--- config.mk ---
export PLATFORM = sky130hd
export DESIGN_NAME = instr_fetch_unit
export DESIGN_NICKNAME = d
export VERILOG_FILES = /design/src/rtl/instr_fetch_unit.sv
export SDC_FILE = /design/constraint.sdc
export NUM_CORES = 1
export LEC_CHECK = 0
export CORE_ASPECT_RATIO = 1.2
export CORE_MARGIN = 2
export CORE_UTILIZATION = 35
export CTS_CLUSTER_SIZE = 30
export DETAILED_ROUTE_END_ITERATION = 8
export HOLD_SLACK_MARGIN = 0.15
export PLACE_DENSITY = 0.76
export SLEW_MARGIN = 20
export SYNTH_ARGS = -nofsm -noshare
export SYNTH_HDL_FRONTEND = slang
export SYNTH_SLANG_ARGS = --single-unit
--- constraint.sdc ---
create_clock -name clk -period 1.1 [get_ports clk]
set_input_delay 0.275 -clock clk [delete_from_list [all_inputs] [get_ports clk]]
set_output_delay 0.275 -clock clk [all_outputs]
set_load 0.005 [all_outputs]
--- src/rtl/instr_fetch_unit.sv ---
// Fetch stage: drives the PC into instruction memory over req/ack and parks each word in a one-entry output register.
// Ack-to-id_valid latency is one cycle; the request is withheld while the output register is full and not being drained.
module instr_fetch_unit #(
  parameter int unsigned          ADDR_W   = 8,
  parameter int unsigned          INSTR_W  = 16,
  parameter logic [ADDR_W-1:0]    RESET_PC = '0,
  parameter logic [3:0]           HALT_OP  = 4'hB
) (
  input  logic                clk,
  input  logic                rst_n,
  output logic                imem_req,
  output logic [ADDR_W-1:0]   imem_addr,
  input  logic                imem_ack,
  input  logic [INSTR_W-1:0]  imem_rdata,
  output logic                id_valid,
  input  logic                id_ready,
  output logic [INSTR_W-1:0]  id_instr,
  output logic [3:0]          id_opcode,
  output logic [ADDR_W-1:0]   id_pc,
  input  logic                redirect,
  input  logic [ADDR_W-1:0]   redirect_pc,
  output logic                halted
);

  typedef enum logic {
    S_FETCH = 1'b0,
    S_HALT  = 1'b1
  } state_t;

  state_t            state;
  logic [ADDR_W-1:0] pc;
  logic              slot_free;
  logic              fetch_acc;
  logic              xfer;
  logic              fetch_is_halt;

  assign slot_free     = !id_valid || id_ready;
  assign imem_req      = (state == S_FETCH) && slot_free && !redirect;
  assign imem_addr     = pc;
  assign fetch_acc     = imem_req && imem_ack;
  assign xfer          = id_valid && id_ready;
  assign fetch_is_halt = (imem_rdata[INSTR_W-1 -: 4] == HALT_OP);
  assign id_opcode     = id_instr[INSTR_W-1 -: 4];

  always_ff @(posedge clk) begin
    if (!rst_n) begin
      state    <= S_FETCH;
      pc       <= RESET_PC;
      id_valid <= 1'b0;
      id_instr <= '0;
      id_pc    <= '0;
      halted   <= 1'b0;
    end else if (redirect) begin
      // Request is suppressed this cycle, so a stray ack can never load the register.
      state    <= S_FETCH;
      pc       <= redirect_pc;
      id_valid <= 1'b0;
      halted   <= 1'b0;
    end else if (fetch_acc) begin
      id_valid <= 1'b1;
      id_instr <= imem_rdata;
      id_pc    <= pc;
      pc       <= pc + ADDR_W'(1);
      if (fetch_is_halt) begin
        state  <= S_HALT;
        halted <= 1'b1;
      end
    end else if (xfer) begin
      id_valid <= 1'b0;
    end
  end

endmodule

==> results.md, run 1 <==
- DR vias/cell: between 4 and 5
- Share of cells above drive strength 1: 69.82%
- Clk pwr share: 31.5%
- DRC viols: 0
- Crit path cell chain: buf_4, nor3_2, buf_2
- Yosys top cell by area: dfxtp_1
- GRT Resource Usage Total: between 20% and 30%
- Tmin final: roughly 1.3 ns
- Via count: between 1500 and 2000
- Sequential power share: ~45%
- Total iterations of the first detailed-routing run: 4
- Antenna viol nets, final: 0
- Placeable core area: between 3000 and 4000 µm²
- CP endpoint kind: primary output
- CP Max Fanout: 2
- Data required, critical path: ~0.82 ns
- Yosys warning total: 0
- TritonCTS Buffers: 5
- Mapped cell area: 1428 µm²
- DR WL/cell: approximately 15 µm
- Design area: ~2900 µm²
- LEAKAGE: approximately 1.3 nW
- Final setup fails: 37
- Register area share after synthesis: 47.68%
- Pint: 0.002219 W
- Clk Latency, worst-skew pair: about 0.28 ns
- Logic pwr share: approximately a quarter
- Largest net degree at the start of global routing: 27
- Async SR Flop Fraction: 0%
- Antenna fix cells: 0
- EDFF count, synth: 0
- Post-synth top cells: 51 x nand2_1, 34 x dfxtp_1, 33 x a21oi_1, 6 x o21ai_0, 5 x buf_4
- # hold bufs at CTS: 0
- GP Congestion: 0.8183
- Final hold violation count: 0
- Die height: ~74 µm
- Cell with the most instances after synthesis: nand2_1
- Post-Synthesis Cells: between 150 and 200
- Sw Share: roughly 27%
- DR iter-0 viols: 71
- First-pass GRT wire length: ~7.7 mm
- Initial antenna violation count: 0
- Worst Hold Class: reg2reg
- # port buffers: 67
- CTS tree: built
- Clock skew: about 0.0028 ns
- Dpl hpwl: between 2 and 3 mm
- RSZ-0062 raised after global routing: true
- Max Clock Freq: between 700 and 800 MHz
- Status: complete, but fails checks
- Psw: slightly above 0.0008 W
- Fill cells: slightly below 300
- Post-synthesis cell type count: 33
- Slew of the pin with the lowest slew margin: 0.2270 ns
- Rows: 25
- Peak VDD IR: about 0.68 mV
- Worst Setup Start Kind: register
- Placed Area: 2342 µm²
- Root Driver: clkbuf_8
- Syn Nets: 202
- Reg clk slew, reported paths: 0.07 ns
- Delay-heaviest family, CP: flip-flops
- Final period utilization: 118.1%
- CP max stage delay: about 0.33 ns
- Critical path class: reg2out
- Slew Limit Fails: 0
- Area growth from synthesis to layout: 103.7%
- Pre-CTS WS: -0.7654 ns
- Max-Cap Viols: 0
- Die ar.: about 4600 µm²
- IO Pins: between 60 and 70
- Failing checks: setup timing
- Worst Path Buf+Inv: 2
- Chip Width: roughly 62 µm
- Top FF cell, synth: dfxtp_1
- Synth top area share: between 40% and 50%
- Arrival time worst endpoint: 1.02 ns
- Layout Nets: approximately 310
- Crit-path slowest cell: dfxtp_2
- CTS Sinks: 34
- FF+latch count, synth: 34
- Gr ovfl total: 0
- Max Root-Sink Buffers: 2
- Pwr dens: approximately 1000 nW/µm²
- Slew headroom: 84.75%
- Final setup margin: -0.1986 ns
- Initial Utilization: between 30% and 40%
- Synth area leaders: dfxtp_1 48%, nand2_1 13%, a21oi_1 12%, buf_4 2.6%, xnor2_1 2.5%
- H-tree depth: 2
- Drt total wl: around 5.0 mm
- Vias in the first global route: ~1700
- Syn_area_per_cell: slightly above 8 µm²
## metrics by stage
step / cells / total power, W / TNS, ns / hold WS (ns) / util [%]
after floorplan: 172 / 0.001554 / -0.08270 / 0.4059 / -
after global placement: 308 / 0.001903 / -19.08 / 0.4411 / 59.43
after detailed placement: 308 / 0.001915 / -19.88 / 0.4454 / 59.43
after CTS: 330 / 0.002983 / -5.019 / 0.4530 / 70.19
after global routing: 339 / 0.003178 / -6.094 / 0.4686 / 73.78
final: 339 / 0.003039 / -4.181 / 0.4525 / 73.78
## final timing paths
check,from,endpoint,slack [ns],cells past startpoint
max,state,imem_req,-0.20,3
min reg2reg,id_pc[7],id_pc[7],0.45,2
max reg2reg,id_valid,imem_addr[5],-0.16,5
min,id_pc[7],id_pc[7],0.45,2
## metal layers
metal	up-vias	part of all wire [%]	track usage (%)	wire, µm
met4	0	1.7	7.654	88
met3	8	5.1	4.841	256
li1	797	-	-	-
met2	62	55	42.15	2774
met1	782	38	21.85	1924
met5	-	0	0	0
## cells in the final DEF (no fill, tap or decap), drive strengths merged, types with 3 or more instances in the layout
cell type and instances:
buf 75, nand2 51, dfxtp 34, a21oi 33, clkdlybuf4s50 25, clkbuf 19
o21ai 7, xnor2 4, nand3 4, nor2 4, dlygate4sd2 3
## sequential cells by signal (all words and copies together), names as in the netlist
| register | cells |
|---|---|
| state | 1 |
| id_valid | 1 |
| id_instr | 16 |
| imem_addr | 8 |
| id_pc | 8 |
## area by class of cell
class / count / area [µm²] / share of cell area (%)
Clock inverter: 1 / 5.005 / 0.1721
Multi-Input combinational cell: 123 / 994.7 / 34.21
Tap cell: 54 / 67.56 / 2.324
Timing Repair Buffer: 117 / 1016 / 34.94
Inverter: 3 / 11.26 / 0.3873
Sequential cell: 34 / 726.9 / 25.00
Clock buffer: 7 / 86.33 / 2.969
## kinds of logic (layout without fill, tap and decap cells)
kind of cell             Yosys count  after routing  share of synthesized area (%)
AO/OA/AOI/OAI                     43             43                          16.13
AND/OR/NAND/NOR                   72             72                          24.45
buffers and inverters             15            128                          6.486
multiplexers                       1              1                         0.7012
XOR/XNOR                           6              6                          3.681
adder cells (fa/ha/maj)            1              1                         0.8763
flip-flops                        34             34                          47.68
## worst register-to-register path: cells and delay by family, from the launching register on
family / cells / cell delay [ns]
flops: 1 / 0.32
compound gates: 1 / 0.08
simple gates: 2 / 0.46
xor+xnor: 1 / 0.15
buf+inv: 1 / 0.14
## power groups by stage
stage / logic (W) / registers, W / clock network, W
global route: 0.000781 / 0.00136 / 0.00104
detailed placement: 0.000547 / 0.00137 / 0
global placement: 0.000538 / 0.00137 / 0
floorplan: 0.000181 / 0.00137 / 0
finish: 0.000728 / 0.00135 / 0.000957
CTS: 0.000661 / 0.00135 / 0.000973
## what timing repair did
action                                  CTS  global route
pin swaps                                35            37
cloned                                    2             0
gates resized for setup                 205            82
buffers inserted                         13            13
endpoints found under the setup margin   72            60
Power figures use the tool's default switching activity.
==> run 2: changes to the inputs <==
- CTS_CLUSTER_DIAMETER: unset -> 30
==> results of run 2 <==
Final layout, timing and power as in run 1 (identical DEF).
